## src/rtl/dsp_mac_sequencer.sv

```systemverilog
// Control sequencer for a DSP48A1-style MAC slice: fetches operand beats and
// drives the slice stage enables, P clear and accumulate select. Carries no data.
module dsp_mac_sequencer #(
  parameter int LEN_W = 8,
  parameter int AREG  = 1,
  parameter int MREG  = 1
) (
  input  logic             clk,
  input  logic             rst,
  input  logic             cmd_valid,
  output logic             cmd_ready,
  input  logic [LEN_W-1:0] cmd_len,
  input  logic             op_valid,
  output logic             op_ready,
  input  logic             abort,
  output logic             ce_a,
  output logic             ce_m,
  output logic             ce_p,
  output logic             rst_p,
  output logic             acc_sel,
  output logic             busy,
  output logic             done,
  output logic [LEN_W-1:0] term_cnt
);

  localparam int DEPTH = AREG + MREG;
  localparam logic [LEN_W-1:0] CNT_ONE = LEN_W'(1);

  typedef enum logic [2:0] {S_IDLE, S_LOAD, S_DRAIN, S_CLEAR, S_DONE} state_t;

  state_t           state_reg, state_next;
  logic [LEN_W-1:0] len_reg, term_cnt_reg;
  logic             cmd_accept, op_open, op_accept, abort_act, last_beat, pending;
  logic [DEPTH:0]   tok_v, tok_f;

  assign cmd_accept = cmd_valid && (state_reg == S_IDLE);
  assign abort_act  = abort && (state_reg inside {S_LOAD, S_DRAIN, S_CLEAR});
  // An abort in the same cycle withdraws op_ready, so a concurrent beat is dropped.
  assign op_open    = (state_reg == S_LOAD) && (term_cnt_reg != len_reg) && !abort;
  assign op_accept  = op_valid && op_open;
  assign last_beat  = op_accept && ((term_cnt_reg + CNT_ONE) == len_reg);

  // Token pipe: stage 0 is the beat accepted this cycle, stage k is k cycles old.
  assign tok_v[0] = op_accept;
  assign tok_f[0] = (term_cnt_reg == '0);

  genvar gi;
  generate
    for (gi = 1; gi <= DEPTH; gi++) begin : g_pipe
      logic v_reg, f_reg;
      always_ff @(posedge clk or posedge rst) begin
        if (rst) begin
          v_reg <= 1'b0;
          f_reg <= 1'b0;
        end else if (abort_act) begin
          v_reg <= 1'b0;
          f_reg <= 1'b0;
        end else begin
          v_reg <= tok_v[gi-1];
          f_reg <= tok_f[gi-1];
        end
      end
      assign tok_v[gi] = v_reg;
      assign tok_f[gi] = f_reg;
    end
  endgenerate

  // Tokens short of the final stage mean another ce_p cycle is still coming.
  always_comb begin
    pending = 1'b0;
    for (int k = 1; k < DEPTH; k++) begin
      pending = pending | tok_v[k];
    end
  end

  always_ff @(posedge clk or posedge rst) begin
    if (rst) begin
      len_reg      <= '0;
      term_cnt_reg <= '0;
    end else if (cmd_accept) begin
      len_reg      <= cmd_len;
      term_cnt_reg <= '0;
    end else if (op_accept) begin
      term_cnt_reg <= term_cnt_reg + CNT_ONE;
    end
  end

  always_ff @(posedge clk or posedge rst) begin
    if (rst) begin
      state_reg <= S_IDLE;
    end else begin
      state_reg <= state_next;
    end
  end

  always_comb begin
    state_next = state_reg;
    case (state_reg)
      S_IDLE: begin
        if (cmd_accept) begin
          state_next = (cmd_len == '0) ? S_CLEAR : S_LOAD;
        end
      end
      S_LOAD: begin
        if (abort_act) begin
          state_next = S_IDLE;
        end else if (last_beat) begin
          state_next = (DEPTH == 0) ? S_DONE : S_DRAIN;
        end
      end
      S_DRAIN: begin
        if (abort_act) begin
          state_next = S_IDLE;
        end else if (!pending) begin
          state_next = S_DONE;
        end
      end
      S_CLEAR: state_next = abort_act ? S_IDLE : S_DONE;
      S_DONE:  state_next = S_IDLE;
      default: state_next = S_IDLE;
    endcase
  end

  always_comb begin
    cmd_ready = (state_reg == S_IDLE);
    op_ready  = op_open;
    ce_a      = op_accept;
    ce_m      = tok_v[AREG] && !abort_act;
    ce_p      = tok_v[DEPTH] && !abort_act;
    acc_sel   = tok_v[DEPTH] && !abort_act && !tok_f[DEPTH];
    rst_p     = (state_reg == S_CLEAR) || abort_act;
    busy      = (state_reg != S_IDLE);
    done      = (state_reg == S_DONE);
    term_cnt  = term_cnt_reg;
  end

endmodule
```

## config.mk

```make
export PLATFORM = sky130hd
export DESIGN_NAME = dsp_mac_sequencer
export DESIGN_NICKNAME = d
export VERILOG_FILES = /design/src/rtl/dsp_mac_sequencer.sv
export SDC_FILE = /design/constraint.sdc
export NUM_CORES = 1
export LEC_CHECK = 0
export ABC_CLOCK_PERIOD_IN_PS = 4230
export BUFFER_PORTS_ARGS = -buffer_cell sky130_fd_sc_hd__buf_4
export CAP_MARGIN = 20
export CORE_MARGIN = 2
export CORE_UTILIZATION = 50
export DETAILED_ROUTE_END_ITERATION = 12
export HOLD_SLACK_MARGIN = 0.05
export PLACE_DENSITY = 0.75
export SLEW_MARGIN = 20
export SYNTH_ARGS = -nofsm -noshare
export SYNTH_HDL_FRONTEND = slang
export SYNTH_SLANG_ARGS = --single-unit
```

## constraint.sdc

```tcl
create_clock -name clk -period 4.23 [get_ports clk]
set_clock_uncertainty 0.1 [all_clocks]
set_input_delay 0.2115 -clock clk [delete_from_list [all_inputs] [get_ports clk]]
set_output_delay 0.2115 -clock clk [all_outputs]
set_load 0.02 [all_outputs]
```

======== Yosys cells after proc, flatten, opt, wreduce, memory -nomap -nowiden ========
Cells that the tools add are included.
operators by class
  add/subtract/negate cells ............... 1
  divide/modulo/power cells ............... 0
  multiply operators ...................... 0
  shift operators ......................... 0
  equal/unequal tests ..................... 9
  reductions and logical operators ........ 20
  magnitude comparators ................... 0
  bitwise logic cells ..................... 0
  mux-type cells .......................... 14
operators with widths
  cell                                                 number
  2-to-1 mux 3 bit                                     6
  zero test 8 bit                                      2
  2-to-1 mux 8 bit                                     2
  one-hot mux 3 bit (4 select lines)                   1
  logical AND 1 bit                                    9
  adder 8 x 1 -> 8 bit, second input constant          1
  equality test 8 bit                                  1
  != test 8 bit                                        1
  equality test 3 x 2 -> 1 bit, second input constant  2
  != test 3 bit, second input constant                 2
  nonzero test 3 bit                                   2
  2-to-1 mux 1 bit                                     4
  equality test 3 x 1 -> 1 bit, second input constant  1
  equality test 3 bit, second input constant           1
  zero test 1 bit                                      3
  zero test 3 bit                                      1
  AND reduction 3 bit                                  1
  2-to-1 mux 2 bit                                     1
  != test 2 x 1 -> 1 bit, second input constant        1
  nonzero test 2 bit                                   1
  logical OR 1 bit                                     1
storage, ports and cells
  flip-flop bits (word level) ............. 23
  output and inout bits ................... 17
  logic and storage cells ................. 51
  memories ................................ 0
  bits in latches ......................... 0
  ROM bits ................................ 0
  memory bits (writable) .................. 0

======== Longest topological paths before layout ========
Gate-level depths: netlist of the first run.
  depth in word-level cells ............... 8
  gate-level depth with buffers ........... 6

======== Worst setup path after synthesis of the first run ========
No wires, ideal clock.
  path kind ............................... reg-to-reg
  start ................................... register term_cnt_reg[3] (netlist: term_cnt[3])
  end ..................................... register state_reg[1]
  library setup time ...................... 0.118 ns
  period minus slack after synthesis ...... 2.011 ns
  buffers on the path ..................... 1
  arrival time ............................ 1.793 ns
  stages on the path, launching flop included .. 7
  path slack .............................. 2.219 ns
  data required time ...................... 4.012 ns
  cells stage by stage .................... dfrtp_1 buf_6 xor2_4 nor4_4 a21oi_4 nor4b_4 a21o_1
on the way
  word-level cells in the longest chain between the ends .. 7
  elaborated cells on any way between the ends .. 9
  classes of those cells .................. add/sub: 1; eq/ne: 3; reduce/logical: 5
RTL lines
  what                                  RTL line  text
  start: declaration                    32        logic [LEN_W-1:0] len_reg, term_cnt_reg;
  start signal: assignment              84        term_cnt_reg <= term_cnt_reg + CNT_ONE;
  != test 8 bit                         39        assign op_open = (state_reg == S_LOAD) && (term_cnt_reg != len_reg) && !abort;
  logical AND 1 bit (2 in a row)        39
  logical AND 1 bit                     40        assign op_accept = op_valid && op_open;
  named net ce_a                        16        output logic ce_a,
  logical AND 1 bit                     41        assign last_beat = op_accept && ((term_cnt_reg + CNT_ONE) == len_reg);
  != test 3 bit (no source line)        -
  AND reduction 3 bit (no source line)  -
  end signal: assignment                92        state_reg <= state_next;
  end: declaration                      31        state_t state_reg, state_next;
The timed path passes the listed nets, and every way through them passes these cells.
A chain may end at the register's enable or synchronous reset.

======== Worst setup path after layout of the first run ========
  start ................................... register term_cnt_reg[3] (netlist: term_cnt[3])
  end ..................................... output op_ready
on the way
  word-level cells in the longest chain between the ends .. 3
RTL lines
  what                            RTL line  text
  != test 8 bit                   39
  logical AND 1 bit (2 in a row)  39
  end: declaration                14        output logic op_ready,
No other way between the ends.

==> impl_metrics.yaml, run 1 <==
detailed_routing:
  drt_iter0_markers: 37
  vias: 1176
  firstDrtPassIters: 4
  wire_per_inst_um: 14.11
  post-route-drc-count: 0
  drt-total-wl_um: 3077
  via_per_inst: 5.394
  wl_met3_um: 104
  met2_wirelength_um: 1520
  ant_nets: 0
  wl_met1_um: 1426
  top_layer: "met4"
floorplanning:
  core-area_um2: 2758
  rows: 19
  start_util: 0.5222
  die_h_um: 57.67
  dieArea_um2: 3326
  fp.dieW_um: 57.67
  boundaryPins: 30
cts:
  numClockSinks: 23
  cts_htree_levels: 1
  clk_pin_slew_ns: 0.13
  clock_latency_ns: 0.31
  postCtsHoldBufs: 9
  cts_buffers: 3
  cts_setup_buffers: 0
  cts_max_path_buffers: 2
  ctsResizeCount: 0
  root_buffer: "clkbuf_4"
  cts_tree: "built"
global_routing:
  grt_antenna_before_repair: 0
  grt_pass1_vias: 1085
  overflow: 0
  grt_max_degree: 24
  track_usage: 0.1946
  grt_pass1_wl_um: 4988
timing:
  final_max_slew_viol_count: 0
  setup-violations-final: 0
  hold_viol: 0
  max-slew-margin-rel: 0.4233
  fin_setup_tns_ns: 0
  worst_pin_slew_ns: 0.8641
  max_freq_ghz: 0.4182
  hold_slack_ns: 0.08886
  post-route-period-util: 0.5652
  min_period_ns: 2.391
  rsz0062_at_grt: "no"
placement:
  placed_cell_area_um2: 1655
  dp_hpwl_um: 2314
  port_buffers: 29
  routabilityCongestion: 0.9286
power:
  cellLeakagePower_nw: 0.8438
  p_total_mw: 0.6260
  p_per_area_nw_per_um2: 353.1
  max-vdd-ir-drop_uv: 304.3
synthesis:
  ys_seq_area_frac: 0.3997
  synthCells: 151
  synth_area_per_cell_um2: 9.537
  yosys.area_share.simple: 0.3076
  synthArstFlopShare: 1.000
  synth-edff-count: 0
  yosys.area_share.adder: 0.01738
  yosysWarningCount: 0
  syn-num-nets: 166
  syn_area_um2: 1440
  synth_cell_types: 43
  yosys-mux-area-fraction: 0
  synth_ff_type: "dfrtp_1"
  ys_ff_latch: 23
  synth_top_family_by_area: "simple AND/OR/NAND/NOR gates"
  synth-xor-area-share: 0.1043
  synth-compound-area-share: 0.1268
worst_setup_path:
  cp-start-kind: "flop"
  path_class: "reg -> out"
  worst_path_largest_cell_delay_ns: 0.55
  cp.arrival_ns: 2.08
  critPathSlowestCell: "dfrtp_1"
  critPathCaptureType: "output port"
  crit_fanout: 8
  crit_chain: "xor2_4 -> nor4_4 -> a21boi_0 -> buf_4"
  crit_required_ns: 3.92
cells_and_area:
  layout_common_cells: "35 x nand2_1, 29 x buf_4, 23 x dfrtp_1"
  antenna-diode-count: 0
  synthToLayoutAreaGrowth_pct: 23.11
  drive_above_1_share: 0.2353
  postLayoutCellArea_um2: 1773
  final_common_cell: "nand2_1"
  nets: 203
run:
  cap_viol_max_count: 0
min_path:
  hold_path.class: "in -> reg"
outcome:
  status: "complete, no violations"
critical path, delay by kind of cell (launching register included):
kind | cells | cell delay (ns)
compound gates | 1 | 0.22
flops | 1 | 0.55
simple gates | 1 | 0.53
buf+inv | 1 | 0.21
xor+xnor | 1 | 0.25
synth_stat cells, types with 2 or more instances:
| cell | count | share of area |
|---|---|---|
| buf_2 | 2 | 0.0070 |
| nand2b_1 | 2 | 0.0087 |
| nor2b_1 | 6 | 0.026 |
| nor3b_1 | 2 | 0.010 |
| a21oi_1 | 5 | 0.017 |
| o21ai_0 | 3 | 0.010 |
| inv_1 | 6 | 0.016 |
| a21boi_0 | 2 | 0.010 |
| nand4_1 | 2 | 0.0087 |
| nor3_1 | 3 | 0.010 |
| buf_6 | 2 | 0.016 |
| nand2_1 | 35 | 0.091 |
| nor2_1 | 8 | 0.021 |
| dfrtp_1 | 23 | 0.40 |
| nand3_1 | 4 | 0.014 |
| nor4_1 | 2 | 0.0087 |
| nor4_4 | 2 | 0.030 |
| a211oi_1 | 3 | 0.016 |
| ha_1 | 2 | 0.017 |
| xnor2_1 | 6 | 0.036 |
| nor4b_4 | 2 | 0.033 |
| xor2_1 | 8 | 0.049 |
kinds of logic after synthesis:
group,after synthesis
AND/OR/NAND/NOR,76
AO/OA/AOI/OAI,23
flip-flops,23
XOR/XNOR,15
buffers and inverters,12
adder cells (fa/ha/maj),2
final cells by class:
cell class	instances	area [um^2]
Fill cell	226	984.7
Clock inverter	1	5.005
Sequential cell	23	575.6
Clock buffer	3	22.52
Multi-Input combinational cell	116	800.8
Timing Repair Buffer	38	307.8
Inverter	6	22.52
Tap cell	31	38.79
per-layer routing:
| layer | vias up | global-route usage |
|---|---|---|
| met5 | - | 0 |
| met4 | 0 | 0.03987 |
| met3 | 4 | 0.02679 |
| met2 | 30 | 0.3149 |
| met1 | 555 | 0.2816 |
| li1 | 587 | - |
metrics by stage:
step	utilization	std cells	setup WS [ns]
after floorplan	-	151	2.219
after global placement	0.6003	205	2.231
after detailed placement	0.6003	205	2.184
after CTS	0.6429	218	1.826
after global routing	0.6429	218	1.741
final	0.6429	218	1.839
power by group:
group          switching [mW]  internal (mW)  leakage, nW
logic                   0.135         0.0960        0.527
clock network          0.0697         0.0353       0.0177
registers              0.0369          0.253        0.300
total                   0.242          0.384        0.844
final timing paths:
check                      slack (ns)              end  cells past startpoint            start
min in group asynchronous        0.52       len_reg[6]                      3              rst
max in group asynchronous        2.98      term_cnt[1]                      3              rst
setup reg to reg                 2.16     state_reg[1]                      5      term_cnt[3]
hold / removal                   0.09  g_pipe[1].v_reg                      3         op_valid
setup / recovery                 1.84         op_ready                      4      term_cnt[3]
hold reg to reg                  0.40  g_pipe[2].f_reg                      1  g_pipe[1].f_reg
No activity file was read; power rests on OpenSTA's default activity.
==> run 2, diff against run 1 <==
--- a/config.mk
+++ b/config.mk
@@ -5,11 +5,12 @@
 export SDC_FILE = /design/constraint.sdc
 export NUM_CORES = 1
 export LEC_CHECK = 0
-export ABC_CLOCK_PERIOD_IN_PS = 4230
+export ABC_AREA = 1
+export ABC_CLOCK_PERIOD_IN_PS = 2050
 export BUFFER_PORTS_ARGS = -buffer_cell sky130_fd_sc_hd__buf_4
 export CAP_MARGIN = 20
 export CORE_MARGIN = 2
-export CORE_UTILIZATION = 50
+export CORE_UTILIZATION = 48
 export DETAILED_ROUTE_END_ITERATION = 12
 export HOLD_SLACK_MARGIN = 0.05
 export PLACE_DENSITY = 0.75
==> constraint.sdc (replaced) <==
create_clock -name clk -period 2.05 [get_ports clk]
set_clock_uncertainty 0.1 [all_clocks]
set_input_delay 0.1025 -clock clk [delete_from_list [all_inputs] [get_ports clk]]
set_output_delay 0.1025 -clock clk [all_outputs]
set_load 0.02 [all_outputs]
==> impl_metrics.yaml, run 2 <==
detailed_routing:
  firstDrtPassIters: 4
  post-route-drc-count: 0
  drt-total-wl_um: 3452
  via_per_inst: 5.011
  ant_nets: 0
  wire_per_inst_um: 12.33
  drt_iter0_markers: 48
  vias: 1403
worst_setup_path:
  r2r_start: "term_cnt[0]"
  cp.arrival_ns: 2.15
  crit_fanout: 5
  cp-start-kind: "flop"
  path_class: "reg -> reg"
  crit_required_ns: 2.23
  ff2ff_path_depth: 13
  reg2reg_to: "state_reg[1]"
  setup.worst_path.start: "term_cnt[0]"
  critPathCaptureType: "flop"
  r2r_slack_ns: 0.08
synthesis:
  syn-num-nets: 211
  synth_top_cell_by_area: "dfrtp_1"
  syn_area_um2: 1424
  synth_cell_types: 26
  synthCells: 196
  synth_common_cells: "55 x nand2_1, 41 x inv_1, 23 x dfrtp_1, 15 x nand3_1, 12 x nor2_1"
  yosysTopAreaCellShare: 0.4042
  synth_ff_type: "dfrtp_1"
  ys_ff_latch: 23
  synthArstFlopShare: 1.000
  synth_area_per_cell_um2: 7.265
  ys_seq_area_frac: 0.4042
  synth-edff-count: 0
  synth.top_cells.by_area: "dfrtp_1 40%, nand2_1 14%, inv_1 11%, nand3_1 5.3%, o21ai_0 3.9%"
  synth.most_common_cell: "nand2_1"
  yosysWarningCount: 0
cells_and_area:
  nets: 265
  n_fill_cell: 251
  synthToLayoutAreaGrowth_pct: 34.18
  regArea_um2: 578.1
  drive_above_1_share: 0.2570
  multi_input_area_um2: 691.9
  final_core_util: 0.6869
  layout_common_cells: "54 x nand2_1, 40 x buf_4, 38 x inv_1"
  final_common_cell: "nand2_1"
  stdcell_count: 280
  antenna-diode-count: 0
min_path:
  hold_depth: 5
  min_to: "state_reg[2]"
  hold_path.class: "in -> reg"
  hp-start: "cmd_valid"
cts:
  cts_max_path_buffers: 2
  clk_pin_slew_ns: 0.14
  cts_buffers: 3
  root_buffer: "clkbuf_4"
  cts_tree: "built"
  numClockSinks: 23
  clock_latency_ns: 0.32
  cts_htree_levels: 1
floorplanning:
  die_h_um: 58.47
  fp.dieW_um: 58.47
  boundaryPins: 30
  dieArea_um2: 3418
  core-area_um2: 2781
  rows: 19
  start_util: 0.5119
global_routing:
  grt_pass1_wl_um: 5589
  track_usage: 0.2178
  grt_max_degree: 24
  overflow: 0
  grt_antenna_before_repair: 0
  grt_pass1_vias: 1278
timing:
  setup-violations-final: 0
  min_period_ns: 1.970
  hold_slack_ns: 0.06289
  final_max_slew_viol_count: 0
  worst_pin_slew_ns: 0.3368
  max_freq_ghz: 0.5077
  max-slew-margin-rel: 0.7749
  post-route-period-util: 0.9609
  fin_ws_ns: 0.08025
  hold_viol: 0
run:
  cap_viol_max_count: 0
power:
  p_total_mw: 1.989
  p_per_area_nw_per_um2: 1041
  cellLeakagePower_nw: 1.040
  max-vdd-ir-drop_uv: 918.3
placement:
  routabilityCongestion: 0.9145
  dp_hpwl_um: 2393
  port_buffers: 29
  place_ws_ns: 0.1994
  dp_cells: 258
outcome:
  status: "complete, no violations"
[run 2: cell families (layout without fill, tap and decap cells)]
family | after synthesis | after routing | share of synthesized area
AO/OA/AOI/OAI | 22 | 22 | 0.09666
flip-flops | 23 | 23 | 0.4042
XOR/XNOR | 7 | 7 | 0.04306
AND/OR/NAND/NOR | 98 | 98 | 0.3164
buffers and inverters | 44 | 97 | 0.1221
adder cells (fa/ha/maj) | 2 | 2 | 0.01757
[run 2: what timing repair did]
| item | in CTS | in global routing |
|---|---|---|
| setup endpoints to repair | 1 | 1 |
| cloned | 0 | 0 |
| endpoints found under the hold margin | 33 | 0 |
| hold buffers | 10 | 0 |
| buffers inserted | 0 | 8 |
| resized for setup | 2 | 8 |
[run 2: worst max path at each step]
stage / cells after the start / slack [ns] / end
after floorplan: 12 / 0.20 / state_reg[1]
after global placement: 12 / 0.28 / state_reg[1]
after detailed placement: 12 / 0.20 / state_reg[1]
after CTS: 10 / 0.008 / ce_a
after global routing: 13 / -0.03 / state_reg[1]
final: 13 / 0.08 / state_reg[1]
[run 2: critical path, cell delays in order, from the launching register on]
cell      delay, ns
dfrtp_2        0.47
buf_4          0.15
ha_1           0.23
inv_1          0.06
nand2_1        0.06
nand2_1        0.08
nand2_1        0.05
nand2_1        0.06
nand2_1        0.05
nor2_1         0.14
nand3_1        0.15
o21bai_4       0.16
nand3_1        0.09
nand2_1        0.06
[run 2: layer usage]
layer	GRT usage	vias up	share of wire
met5	0	-	0
li1	-	714	-
met2	0.3563	29	0.49
met1	0.2925	655	0.46
met4	0.06977	0	0.014
met3	0.03956	5	0.030
[run 2: where the power goes]
| part | internal (mW) | total [mW] | leakage, nW | switching, mW |
|---|---|---|---|---|
| Combinational | 0.436 | 1.04 | 0.730 | 0.607 |
| Clock | 0.0747 | 0.226 | 0.0139 | 0.151 |
| Sequential | 0.588 | 0.720 | 0.296 | 0.132 |
| Total | 1.10 | 1.99 | 1.04 | 0.890 |
[run 2: final cells by class]
| cell class | count | share of cell area |
|---|---|---|
| multi-input cells | 129 | 0.3621 |
| repair buffers | 51 | 0.2155 |
| clock inverters | 1 | 0.003929 |
| flip-flops and latches | 23 | 0.3026 |
| inverters | 42 | 0.08382 |
| clock buffers | 3 | 0.01179 |
| well taps | 31 | 0.02030 |
[run 2: through the flow]
stage | instance area (um^2) | setup TNS [ns]
detailed placement | 1694 | 0
CTS | 1832 | 0
floorplan | 1424 | 0
finish | 1911 | 0
global placement | 1694 | 0
global route | 1911 | -0.04980
==> run 3, diff against run 2 <==
--- a/config.mk
+++ b/config.mk
@@ -6,7 +6,7 @@
 export NUM_CORES = 1
 export LEC_CHECK = 0
 export ABC_AREA = 1
-export ABC_CLOCK_PERIOD_IN_PS = 2050
+export ABC_CLOCK_PERIOD_IN_PS = 1730
 export BUFFER_PORTS_ARGS = -buffer_cell sky130_fd_sc_hd__buf_4
 export CAP_MARGIN = 20
 export CORE_MARGIN = 2
==> constraint.sdc (replaced) <==
create_clock -name clk -period 1.73 [get_ports clk]
set_clock_uncertainty 0.1 [all_clocks]
set_input_delay 0 -clock clk [delete_from_list [all_inputs] [get_ports clk]]
set_output_delay 0 -clock clk [all_outputs]
set_load 0.02 [all_outputs]
==> impl_metrics.yaml, run 3 (synthesis results as in run 2) <==
floorplanning:
  start_util: 0.5119
  rows: 19
  fp.dieW_um: 58.47
  core-area_um2: 2781
  boundaryPins: 30
  die_h_um: 58.47
  dieArea_um2: 3418
outcome:
  status: "finished with violations"
  violations: "setup timing"
placement:
  routabilityCongestion: 1.008
  port_buffers: 29
  dp_hpwl_um: 2519
  place_ws_ns: -0.01689
worst_setup_path:
  crit_chain: "inv_2 -> ha_4 -> inv_2 -> nand2_1 -> nand2_1 -> nor2_1 -> nand3_1 -> nor2_1 -> nand3_1 -> o21bai_4 -> nand2_2 -> nor2_2"
  critPathCaptureType: "flop"
  ff2ff_path_depth: 12
  crit_required_ns: 1.90
  critPathSlowestCell: "dfrtp_2"
  cp-start-kind: "flop"
  critPathTopFamily: "simple AND/OR/NAND/NOR gates"
  cp_num_cells: 12
  path_class: "reg -> reg"
  cp.arrival_ns: 2.07
  critical_path_buf_inv_count: 2
  crit_fanout: 4
  worst_path_largest_cell_delay_ns: 0.44
timing:
  post-route-period-util: 1.097
  min_period_ns: 1.898
  worst_pin_slew_ns: 0.3815
  hold_viol: 0
  max_freq_ghz: 0.5268
  final_max_slew_viol_count: 0
  rsz0062_at_grt: "yes"
  setup-violations-final: 4
  fin_ws_ns: -0.1684
  max-slew-margin-rel: 0.7454
cts:
  cts_htree_levels: 1
  numClockSinks: 23
  cts_max_path_buffers: 2
  cts_tree: "built"
  root_buffer: "clkbuf_4"
  cts_buffers: 3
  clk_pin_slew_ns: 0.13
  clock_latency_ns: 0.32
power:
  power.switching_mw: 1.196
  p_per_area_nw_per_um2: 1249
  p_int_mw: 1.476
  cellLeakagePower_nw: 1.121
  max-vdd-ir-drop_uv: 1148
  p_comb_frac: 0.580
  switching_share: 0.4477
  power_frac_seq: 0.324
  pwr-share-clk: 0.097
detailed_routing:
  wire_per_inst_um: 13.70
  post-route-drc-count: 0
  ant_nets: 0
  vias: 1528
  drt-total-wl_um: 4055
  drt_iter0_markers: 53
  firstDrtPassIters: 5
  via_per_inst: 5.162
cells_and_area:
  final_common_cell: "buf_4"
  drive_above_1_share: 0.3698
  final_core_util: 0.7692
  antenna-diode-count: 0
  nets: 281
  synthToLayoutAreaGrowth_pct: 50.26
  layout_common_cells: "51 x buf_4, 48 x nand2_1, 35 x inv_1"
global_routing:
  grt_antenna_before_repair: 0
  track_usage: 0.2485
  grt_pass1_wl_um: 6437
  grt_max_degree: 19
  overflow: 0
  grt_pass1_vias: 1494
min_path:
  hold_path.class: "in -> async"
run:
  cap_viol_max_count: 0
## run 3: changes by cell type in the layout (fill, tap and decap cells not counted), moves of 3 or more
cell / change
buf_4: +11
inv_1: -3
o22ai_1: -3
o22ai_2: +3
inv_2: +3
nand2_2: +6
nand2_1: -6
## run 3: tightest hold or removal path: cells and delay by family
kind | cells | cell delay, ns
buffers and inverters | 3 | 0.96
## run 3: worst paths after layout
kind                       slack (ns)            start         endpoint
max in group asynchronous        0.91              rst      term_cnt[6]
max                             -0.17      term_cnt[1]     state_reg[2]
min in group clk                 0.39  g_pipe[1].f_reg  g_pipe[2].f_reg
min                               0.1              rst      term_cnt[0]
min reg2reg                      0.39  g_pipe[1].f_reg  g_pipe[2].f_reg
max reg2reg                     -0.17      term_cnt[1]     state_reg[2]
## run 3: timing repair
item	4_1_cts	5_1_grt
hold buffers	12	0
setup endpoints to repair	4	14
endpoints found under the hold margin	36	0
setup buffers	12	5
resized for setup	16	15
pin swaps	9	10
## run 3: metrics by stage
stage	area (um^2)	setup TNS [ns]	hold slack (ns)	total power, mW	cells
after floorplan	1426	0	-0.09822	1.634	196
after global placement	1734	0	-0.09317	1.986	263
after detailed placement	1734	-0.03349	-0.09329	2.000	263
after CTS	2038	-0.1796	0.1021	2.426	291
after global routing	2140	-1.255	0.1151	2.884	296
final	2140	-0.4987	0.09672	2.673	296
## run 3: power groups by stage
stage                     logic, mW  clock network, mW  registers [mW]
after floorplan               0.804                  0           0.831
after global placement         1.14                  0           0.848
after detailed placement       1.15                  0           0.854
after CTS                      1.31              0.267           0.850
after global routing           1.71              0.292           0.885
final                          1.55              0.258           0.865
## run 3: layout make-up
cell class | instances | area (um^2)
Multi-Input combinational cell | 129 | 773.2
Fill cell | 204 | 641.9
Sequential cell | 23 | 580.6
Timing Repair Buffer | 67 | 556.8
Inverter | 42 | 160.2
Tap cell | 31 | 38.79
Clock buffer | 3 | 22.52
Clock inverter | 1 | 7.507
## run 3: routing by layer
| layer | track usage | wire length, um | up-vias |
|---|---|---|---|
| met5 | 0 | 0 | - |
| met3 | 0.05055 | 239 | 6 |
| met4 | 0.08306 | 55 | 0 |
| met1 | 0.2954 | 1652 | 721 |
| li1 | - | - | 746 |
| met2 | 0.4446 | 2107 | 55 |
